File: src/rtl/pipemem_pkg.sv
// pipemem_pkg: shared state encodings and defaults for the pipeline memory arbiter
package pipemem_pkg;
  typedef enum logic [1:0] {IDLE, IF_ACC, DM_ACC, RESP} state_t;
  localparam int TMO_DEFAULT = 15;
endpackage

File: src/rtl/pipemem_arb.sv
// pipemem_arb: arbitrates fetch and data requests onto one single-port memory
module pipemem_arb
  import pipemem_pkg::*;
#(
  parameter int TMO = TMO_DEFAULT
) (
  input  logic        clock,
  input  logic        reset,
  input  logic        if_req,
  input  logic [31:0] if_addr,
  output logic [31:0] if_rdata,
  output logic        if_ready,
  input  logic        dm_req,
  input  logic        dm_we,
  input  logic [31:0] dm_addr,
  input  logic [31:0] dm_wdata,
  output logic [31:0] dm_rdata,
  output logic        dm_ready,
  output logic        mem_en,
  output logic        mem_we,
  output logic [31:0] mem_addr,
  output logic [31:0] mem_wdata,
  input  logic [31:0] mem_rdata,
  input  logic        mem_ack,
  output logic        err
);
  state_t      state, nxt;
  logic [1:0]  skip;
  logic [7:0]  wcnt;
  logic        grant_d, lat_we;
  logic [31:0] lat_addr, lat_wdata;
  logic        grant_if, acc, timeout, done;
  // fetch wins a tie only after losing twice in a row
  assign grant_if  = if_req && (!dm_req || skip == 2'd2);
  assign acc       = state == IF_ACC || state == DM_ACC;
  assign timeout   = acc && !mem_ack && wcnt == 8'(TMO - 1);
  assign done      = acc && (mem_ack || timeout);
  assign mem_addr  = lat_addr;
  assign mem_wdata = lat_wdata;
  always_ff @(posedge clock)
    if (reset) state <= IDLE;
    else state <= nxt;
  always_comb begin
    nxt = state == IDLE ? (grant_if ? IF_ACC : dm_req ? DM_ACC : IDLE) :
          state == RESP ? IDLE : done ? RESP : state;
  end
  always_comb begin
    mem_en   = acc;
    mem_we   = state == DM_ACC && lat_we;
    if_ready = state == RESP && !grant_d;
    dm_ready = state == RESP && grant_d;
  end
  always_ff @(posedge clock)
    if (reset) begin
      skip      <= '0;
      wcnt      <= '0;
      err       <= 1'b0;
      grant_d   <= 1'b0;
      lat_we    <= 1'b0;
      lat_addr  <= '0;
      lat_wdata <= '0;
      if_rdata  <= '0;
      dm_rdata  <= '0;
    end else begin
      wcnt <= acc && !mem_ack ? wcnt + 8'd1 : 8'd0;
      if (state == IDLE && grant_if) begin
        grant_d  <= 1'b0;
        lat_we   <= 1'b0;
        lat_addr <= if_addr;
        skip     <= '0;
      end else if (state == IDLE && dm_req) begin
        grant_d   <= 1'b1;
        lat_we    <= dm_we;
        lat_addr  <= dm_addr;
        lat_wdata <= dm_wdata;
        if (if_req && skip != 2'd2) skip <= skip + 2'd1;
      end
      // an aborted access returns zero and latches the error flag
      if (done) begin
        if (state == IF_ACC) if_rdata <= mem_ack ? mem_rdata : '0;
        else if (!lat_we) dm_rdata <= mem_ack ? mem_rdata : '0;
        if (!mem_ack) err <= 1'b1;
      end
    end
endmodule

File: config.mk
export PLATFORM = sky130hd
export DESIGN_NAME = pipemem_arb
export DESIGN_NICKNAME = d
export VERILOG_FILES = /design/src/rtl/pipemem_pkg.sv /design/src/rtl/pipemem_arb.sv
export SDC_FILE = /design/constraint.sdc
export NUM_CORES = 1
export LEC_CHECK = 0
export CAP_MARGIN = 20
export CORE_AREA = 2 2 103 105
export DETAILED_ROUTE_END_ITERATION = 16
export DIE_AREA = 0 0 105 107
export DONT_BUFFER_PORTS = 1
export GPL_TIMING_DRIVEN = 0
export HOLD_SLACK_MARGIN = 0.06
export PLACE_DENSITY = 0.76
export SETUP_SLACK_MARGIN = 0.2
export SLEW_MARGIN = 0
export SYNTH_ARGS = -nofsm -noshare
export SYNTH_HDL_FRONTEND = slang
export SYNTH_SLANG_ARGS = --single-unit
File: constraint.sdc
create_clock -name clock -period 3.43 [get_ports clock]
set_clock_uncertainty 0.1 [all_clocks]
set_input_delay 0.5145 -clock clock [delete_from_list [all_inputs] [get_ports clock]]
set_output_delay 0.5145 -clock clock [all_outputs]
set_load 0.02 [all_outputs]
* Word-level counts from Yosys, hierarchy flattened
Index checks and enable logic that the tools add are counted.
** Word-level totals
- Flip-flop bits (word level) :: 143
- Bits in latches :: 0
- Memory bits (writable) :: 0
- Bits in read-only memories :: 0
- Output and inout port bits :: 133
- Logic and storage cells :: 57
- Memories kept :: 0
** Operators by class
- Add/sub/neg operators :: 2
- Multiply operators :: 0
- Div/mod/pow operators :: 0
- Magnitude comparators :: 0
- Equality and inequality tests :: 6
- Shift operators :: 0
- Multiplexer cells :: 8
- Bitwise logic cells :: 5
- Reductions and logical operators :: 26
** Operators with widths (count)
- $mux W32 :: 3
- $logic_and A1 B1 Y1 :: 10
- $mux W2 :: 5
- $add A8 B1 Y8 const B :: 1
- $eq A8 B4 Y1 const B :: 1
- $reduce_and A2 Y1 :: 4
- $eq A2 B2 Y1 const B :: 3
- $not A1 Y1 :: 5
- $reduce_or A2 Y1 :: 2
- $logic_not A1 Y1 :: 3
- $logic_or A1 B1 Y1 :: 3
- $reduce_and A3 Y1 :: 1
- $reduce_bool A3 Y1 :: 1
- $add A2 B1 Y2 const B :: 1
- $eq A2 B1 Y1 const B :: 1
- $logic_not A2 Y1 :: 1
- $ne A2 B2 Y1 const B :: 1
- $reduce_bool A2 Y1 :: 1

* Longest topological paths before layout
Gate-level depths: netlist of run 1.
- Depth in word-level cells :: 9
- Depth in mapped cells :: 7

* Worst setup path before layout of run 1
No wires, ideal clock.
- Path type :: reg-to-reg
- Start point :: register state[0]
- End point :: register state[0]
- Arrival time :: 1750 ps
- Data required time :: 3239 ps
- Setup slack :: 1489 ps
- Cell stages (with the launch flop) :: 6
- Path through :: dfxtp_1 > inv_1 > ha_1 > or4b_4 > o2bb2a_4 > a311oi_1
** Between the ends
- Cells in the longest elaborated chain, start to end :: 7
** RTL lines
- start: declaration :: RTL line pipemem_arb.sv:27 : state_t state, nxt;
- start signal: assignment :: RTL line pipemem_arb.sv:42 : else state <= nxt;
- $eq A2 B1 Y1 / $eq A2 B2 Y1 (equally long branches) :: RTL line pipemem_arb.sv:35 : assign acc = state == IF_ACC || state == DM_ACC;
- $logic_or A1 B1 Y1 (*) :: RTL line pipemem_arb.sv:35
- via mem_en :: RTL line pipemem_arb.sv:19 : output logic mem_en,
- $logic_and A1 B1 Y1 (2 in series) :: RTL line pipemem_arb.sv:36 : assign timeout = acc && !mem_ack && wcnt == 8'(TMO - 1);
- $logic_or A1 B1 Y1 :: RTL line pipemem_arb.sv:37 : assign done = acc && (mem_ack || timeout);
- $logic_and A1 B1 Y1 (*) :: RTL line pipemem_arb.sv:37
- $reduce_bool A3 Y1 (no line) (*)
Mark *: on every way through the listed nets, which the timed path passes. The rest lies on a longest branch.
A chain may end at the register's enable or synchronous reset.

* Final worst setup path of run 1
- Start point :: register state[0]
- End point :: register lat_addr[19], in the netlist mem_addr[19]
** Between the ends
- Cells in the longest elaborated chain, start to end :: 3
** RTL lines
- $logic_not A2 Y1 (*) :: RTL line pipemem_arb.sv:66, pipemem_arb.sv:71
- $logic_and A1 B1 Y1, on equally long branches :: RTL line pipemem_arb.sv:66, pipemem_arb.sv:71
- $mux W32 / $reduce_bool A2 Y1 (equally long branches)
- end signal: assignment :: RTL line pipemem_arb.sv:69 : lat_addr <= if_addr;
- end signal: assignment :: RTL line pipemem_arb.sv:74 : lat_addr <= dm_addr;
- end: declaration :: RTL line pipemem_arb.sv:31 : logic [31:0] lat_addr, lat_wdata;
Every way passes the cells marked *; elsewhere a longest branch is shown, timed or not.

==> results.cfg, run 1 <==
[clock_network]
cts_buffers = 17
htreeDepth = 4
cts_sinks = 143
clockBufferDepth = 2
clkLatencyLatePin_ps = 510
cts_tree = yes
cts_setup_buffers = 0
cts_resized = 0
clkTransAtPathRegs_ps = 60
cts-root-buf = clkbuf_8

[yosys]
yosysSeqAreaShare = 0.477
syn_area_um2 = 6000
synthCells = 680
synthAdderAreaFrac = 0.0146
synth_mux_area_frac = 0.00167
ys_top_cells_by_count = dfxtp_1 (143), a311oi_1 (98), nand3_1 (67)
ys.flop_type = dfxtp_1
synth_top_area_cell = dfxtp_1
yosysUniqueCellTypes = 33
synthArstFlopShare = 0
synth_top_family_by_area = compound AO/OA/AOI/OAI gates
synthesis.nets = 821
yosysWarnings = 0
synth.top_cell.area_share = 0.477
yosys.area_share.simple = 0.129
synth.area.top_cells = dfxtp_1 (48%), a311oi_1 (14%), a31oi_1 (6.7%)
synth_area_per_cell_um2 = 8.82
synth-edff-count = 0
synth_most_common_cell = dfxtp_1
synth_xor_area_frac = 0.00584
synth_compound_area_frac = 0.305
synth-seq-cells = 143

[worst_setup_path]
critPathRequiredTime_ps = 3790
r2r-end = mem_addr[19]$_SDFFE_PP0P_
path_max_fanout = 10
cp-start-kind = flop
startpoint = state[0]$_SDFFE_PP0P_
worstSetupPathDepth = 7
criticalPathCategory = reg -> reg
slowest_delay_ps = 580
critPathSlowestCell = dlygate4sd3_1
crit_end = mem_addr[19]$_SDFFE_PP0P_
path_buf_inv = 3
r2r_setup_slack_ps = 850
critical_path.top_delay_family = buffers and inverters
cp_cell_sequence = inv_1 -> ha_1 -> nand2_1 -> clkbuf_1 -> o21ai_0 -> a311oi_1 -> dlygate4sd3_1
worstRegToRegCells = 7
reg2reg_from = state[0]$_SDFFE_PP0P_
crit_path_end_kind = flop
cp.arrival_ps = 2950

[finish]
final_nets = 887
nFillCells = 799
seqCellArea_um2 = 2860
drive_above_1_share = 0.0909
final_core_util = 0.714
syn2layout_area_growth_pct = 20.1
post_layout_nonfiller_instances = 895
num_antenna_cells = 0
multi_input_area_um2 = 2740

[drt]
via_per_inst = 6.97
drc = 0
firstDrtPassIters = 7
drt_iter0_drc = 612
ant_nets = 0
finalWirelength_um = 20800
wire_per_inst_um = 23.2
vias = 6236

[floorplanning]
die_y_um = 107
row_count = 37
die_area_um2 = 11200
die_w_um = 105
io_pins = 267
core-area_um2 = 10100
initial_core_util = 0.594

[timing]
min_period_over_period = 0.754
min_period_ps = 2580
hold_ws_ps = 78.9
setup_viol = 0
worstMarginPinSlew_ps = 676
final.setup.tns_ps = 0
hold_viol_final = 0
fin_ws_ps = 845
rsz0062_at_grt = false
slew_headroom = 0.550
slew_viol_final = 0
max_freq_ghz = 0.387

[hold_path]
worstHoldPathType = in -> reg

[pwr]
peakVddDrop_mv = 0.435
p_leak_nw = 2.40
power_density_nw_per_um2 = 811

[grt]
grt_pass1_wl_um = 31800
grt_pass1_vias = 6108
grt_max_degree = 17
gr-total-overflow = 0
antenna_found_initial = 0
gr-usage-all-layers = 0.355

[place]
place_inst = 816
numPortBuffers = 0
gp_congestion = 0.829
detailed_place_hpwl_um = 14100
dp_slack_ps = 1110

[run]
cap_violations = 0

[outcome]
outcome = finished, final reports clean
[sequential cells by signal, indices dropped and copies added (netlist names)]
| name | cells |
|---|---|
| dm_rdata | 32 |
| mem_wdata | 32 |
| if_rdata | 32 |
| err | 1 |
| skip | 2 |
| wcnt | 8 |
| state | 2 |
| lat_we | 1 |
| mem_addr | 32 |
| grant_d | 1 |
[metrics by stage]
step | power, W | cell area, um2
after floorplan | 0.00359 | 6000
after global placement | 0.00394 | 6170
after detailed placement | 0.00402 | 6170
after CTS | 0.00578 | 7180
after global routing | 0.00609 | 7200
final | 0.00584 | 7200
[how the worst min path moves through the flow]
stage | start | to | slack (ps) | cells past startpoint
floorplan | skip[1]$_SDFFE_PP0P_ | skip[1]$_SDFFE_PP0P_ | 340 | 2
global placement | skip[1]$_SDFFE_PP0P_ | skip[1]$_SDFFE_PP0P_ | 350 | 2
detailed placement | skip[1]$_SDFFE_PP0P_ | skip[1]$_SDFFE_PP0P_ | 350 | 2
CTS | if_addr[5] | mem_addr[5]$_SDFFE_PP0P_ | 60 | 2
global route | if_addr[1] | mem_addr[1]$_SDFFE_PP0P_ | 60 | 2
finish | if_addr[24] | mem_addr[24]$_SDFFE_PP0P_ | 80 | 2
[cell type report]
| class | instances | area share |
|---|---|---|
| buffer | 82 | 0.0521 |
| clock buffer | 20 | 0.0632 |
| tap | 136 | 0.0236 |
| timing repair buffer | 47 | 0.0653 |
| clock inverter | 12 | 0.0153 |
| inverter | 5 | 0.00261 |
| sequential | 143 | 0.397 |
| multi-input combinational | 450 | 0.380 |
[kinds of logic (layout without fill, tap and decap cells)]
family / after synthesis / count (layout)
AO/OA/AOI/OAI: 271 / 271
multiplexers: 1 / 1
flip-flops: 143 / 143
adder cells (fa/ha/maj): 7 / 7
XOR/XNOR: 4 / 4
buffers and inverters: 87 / 166
AND/OR/NAND/NOR: 167 / 167
[power by group]
| part | total [W] | leakage (nW) | internal (W) | switching, W |
|---|---|---|---|---|
| clock network | 0.00173 | 0.258 | 0.00102 | 0.000710 |
| registers | 0.00255 | 1.17 | 0.00197 | 0.000582 |
| logic | 0.00156 | 0.972 | 0.000544 | 0.00102 |
[placed cells by master, fill, tap and decap left out, types with 5 or more instances in the layout]
master         netlist  final
nand2_1             39     39
o21ai_0             66     66
buf_4               10     10
nor2_1              40     40
a21oi_1             38     38
and2_1               6      6
clkbuf_16            0     16
ha_1                 7      7
clkbuf_1            44     44
a31oi_1             64     64
dlygate4sd3_1        0     47
dfxtp_1            143    143
buf_2               24     24
a311oi_1            98     98
inv_1                5      5
clkinvlp_4           0      7
nand3_1             67     67
[metal layers]
metal,up-vias,global-route usage,part of all wire
met3,60,0.140,0.11
met4,0,0.162,0.033
met5,-,0,0
met1,2995,0.383,0.35
li1,2754,-,-
met2,427,0.615,0.51
[repair_timing]
| action | CTS | global route |
|---|---|---|
| setup endpoints to repair | 0 | 0 |
| endpoints found under the hold margin | 44 | 2 |
| hold buffers | 45 | 2 |
Note: power is estimated with default switching activity, not from simulation.
==> run 2, diff against run 1 <==
--- a/config.mk
+++ b/config.mk
@@ -6,13 +6,13 @@
 export NUM_CORES = 1
 export LEC_CHECK = 0
 export CAP_MARGIN = 20
-export CORE_AREA = 2 2 103 105
+export CORE_AREA = 2 2 104 106
 export DETAILED_ROUTE_END_ITERATION = 16
-export DIE_AREA = 0 0 105 107
+export DIE_AREA = 0 0 106 108
 export DONT_BUFFER_PORTS = 1
 export GPL_TIMING_DRIVEN = 0
 export HOLD_SLACK_MARGIN = 0.06
-export PLACE_DENSITY = 0.76
+export PLACE_DENSITY = 0.75
 export SETUP_SLACK_MARGIN = 0.2
 export SLEW_MARGIN = 0
 export SYNTH_ARGS = -nofsm -noshare
==> constraint.sdc (replaced) <==
create_clock -name clock -period 2.6 [get_ports clock]
set_clock_uncertainty 0.1 [all_clocks]
set_input_delay 0.39 -clock clock [delete_from_list [all_inputs] [get_ports clock]]
set_output_delay 0.39 -clock clock [all_outputs]
set_load 0.02 [all_outputs]
==> run 2 against run 1 <==
Worst setup slack got worse by 510 ps. Design area rose by 13%. Clock power rose by 50%. First-iteration DRC count rose by 41%. Global-route usage up 2.5 points. Flip-flop and latch count unchanged. Sequential share of layout area fell by 4.5 points. Critical path depth unchanged. Die area grew 1.9%. Critical endpoint is now mem_addr[31]$_SDFFE_PP0P_.
==> results.cfg, run 2 (same netlist as run 1, synthesis figures left out) <==
[timing]
rsz0062_at_grt = false
min_period_over_period = 0.871
slew_headroom = 0.525
worstMarginPinSlew_ps = 712
setup_viol = 0
hold_viol_final = 0
slew_viol_final = 0
min_period_ps = 2260
max_freq_ghz = 0.442
final.setup.tns_ps = 0

[grt]
grt_pass1_wl_um = 34200
gr-usage-all-layers = 0.380
grt_max_degree = 17
antenna_found_initial = 2
grt_pass1_vias = 6626
gr-total-overflow = 0

[place]
numPortBuffers = 0
detailed_place_hpwl_um = 14200
gp_congestion = 0.820
dpl_cell_area_um2 = 6170

[worst_setup_path]
critPathRequiredTime_ps = 2900
worstRegToRegCells = 7
cp.arrival_ps = 2560
r2r-end = mem_addr[31]$_SDFFE_PP0P_
critPathSlowestCell = dlygate4sd3_1
crit_path_end_kind = flop
r2r_setup_slack_ps = 340
worstSetupPathDepth = 7
path_max_fanout = 10
crit_end = mem_addr[31]$_SDFFE_PP0P_
cp_cell_sequence = inv_1 -> ha_2 -> o21a_1 -> buf_2 -> clkbuf_4 -> a311oi_4 -> dlygate4sd3_1
startpoint = state[1]$_SDFFE_PP0P_
path_buf_inv = 4
reg2reg_from = state[1]$_SDFFE_PP0P_
criticalPathCategory = reg -> reg
slowest_delay_ps = 630
cp-start-kind = flop
critical_path.top_delay_family = buffers and inverters

[clock_network]
clkLatencyLatePin_ps = 520
cts_sinks = 143
clockBufferDepth = 2
cts_tree = yes
cts_buffers = 17
clkTransAtPathRegs_ps = 60
cts-root-buf = clkbuf_8
cts_setup_buffers = 0
htreeDepth = 4

[floorplanning]
io_pins = 267
die_area_um2 = 11400
row_count = 37
die_y_um = 108
die_w_um = 106
core-area_um2 = 10200
initial_core_util = 0.586

[drt]
met1Wirelength_um = 8070
finalWirelength_um = 22600
routed-wl-met2_um = 11100
vias = 6716
wl_met3_um = 2430
drc = 0
ant_nets = 0
top_layer_used = met4
via_per_inst = 6.84
wire_per_inst_um = 23.0
drt_iter0_drc = 863
firstDrtPassIters = 7

[run]
cap_violations = 0

[finish]
syn2layout_area_growth_pct = 35.5
design_area_um2 = 8120
layout_common_cells = dfxtp_1 (143), dlygate4sd3_1 (129), a311oi_1 (97)
layout_commonest_cell = dfxtp_1
final_core_util = 0.794
drive_above_1_share = 0.0868
final_nets = 969

[pwr]
power_density_nw_per_um2 = 1010
peakVddDrop_mv = 0.550
p_leak_nw = 2.81

[outcome]
outcome = finished, final reports clean

[hold_path]
min_delay_path_depth = 3
worstHoldPathType = in -> reg
-- run 2: cell types whose count changed in the layout (fill, tap and decap cells not counted), sizes merged --
cell         previous run  this run
diode                   0         5
clkinv                  2         4
dlygate4sd3            47       129
bufinv                  1         4
buf                    38        36
inv                     7        11
clkinvlp                7         0
-- run 2: metal layers --
layer	track usage	vias to the layer above
li1	-	2924
met1	0.419	3152
met2	0.645	530
met3	0.133	110
met4	0.211	0
met5	0	-
-- run 2: worst min-delay path by stage --
| stage | startpoint | endpoint |
|---|---|---|
| global route | if_req | mem_wdata[0]$_SDFFE_PP0P_ |
| CTS | if_req | mem_wdata[0]$_SDFFE_PP0P_ |
| floorplan | skip[1]$_SDFFE_PP0P_ | skip[1]$_SDFFE_PP0P_ |
| global placement | skip[1]$_SDFFE_PP0P_ | skip[1]$_SDFFE_PP0P_ |
| finish | if_req | mem_wdata[0]$_SDFFE_PP0P_ |
| detailed placement | skip[1]$_SDFFE_PP0P_ | skip[1]$_SDFFE_PP0P_ |
-- run 2: power by group --
part           leakage [nW]  switching [W]  total [W]  internal, W
clock                 0.311       0.000986    0.00259      0.00160
combinational          1.33        0.00143    0.00226     0.000834
sequential             1.17       0.000777    0.00337      0.00260
-- run 2: per-stage QoR --
stage / instances / hold WS, ps / setup slack (ps) / total power, W
global route: 979 / 199 / 221 / 0.00853
CTS: 977 / 170 / 247 / 0.00804
floorplan: 680 / 336 / 659 / 0.00474
global placement: 816 / 349 / 347 / 0.00519
detailed placement: 816 / 359 / 278 / 0.00530
finish: 982 / 184 / 336 / 0.00822
-- run 2: worst register-to-register path, delay by kind of cell (launching register included) --
family,cells,cell delay (ps)
buffers and inverters,4,1210
AOI/OAI and AO/OA,2,240
DFF,1,340
adders and majority gates,1,250
-- run 2: timing repair --
item / CTS / global route
gates resized for setup: 0 / 7
endpoints found under the hold margin: 129 / 0
hold buffers: 129 / 0
endpoints found under the setup margin: 0 / 23
-- run 2: layout make-up --
cell class / count / area (um2)
diodes: 5 / 12.5
plain buffers: 82 / 380
clock buffers: 18 / 428
clock inverters: 14 / 200
fillers: 631 / 2110
inverters: 5 / 18.8
multi-input cells: 450 / 2760
flip-flops and latches: 143 / 2860
well taps: 136 / 170
repair buffers: 129 / 1290
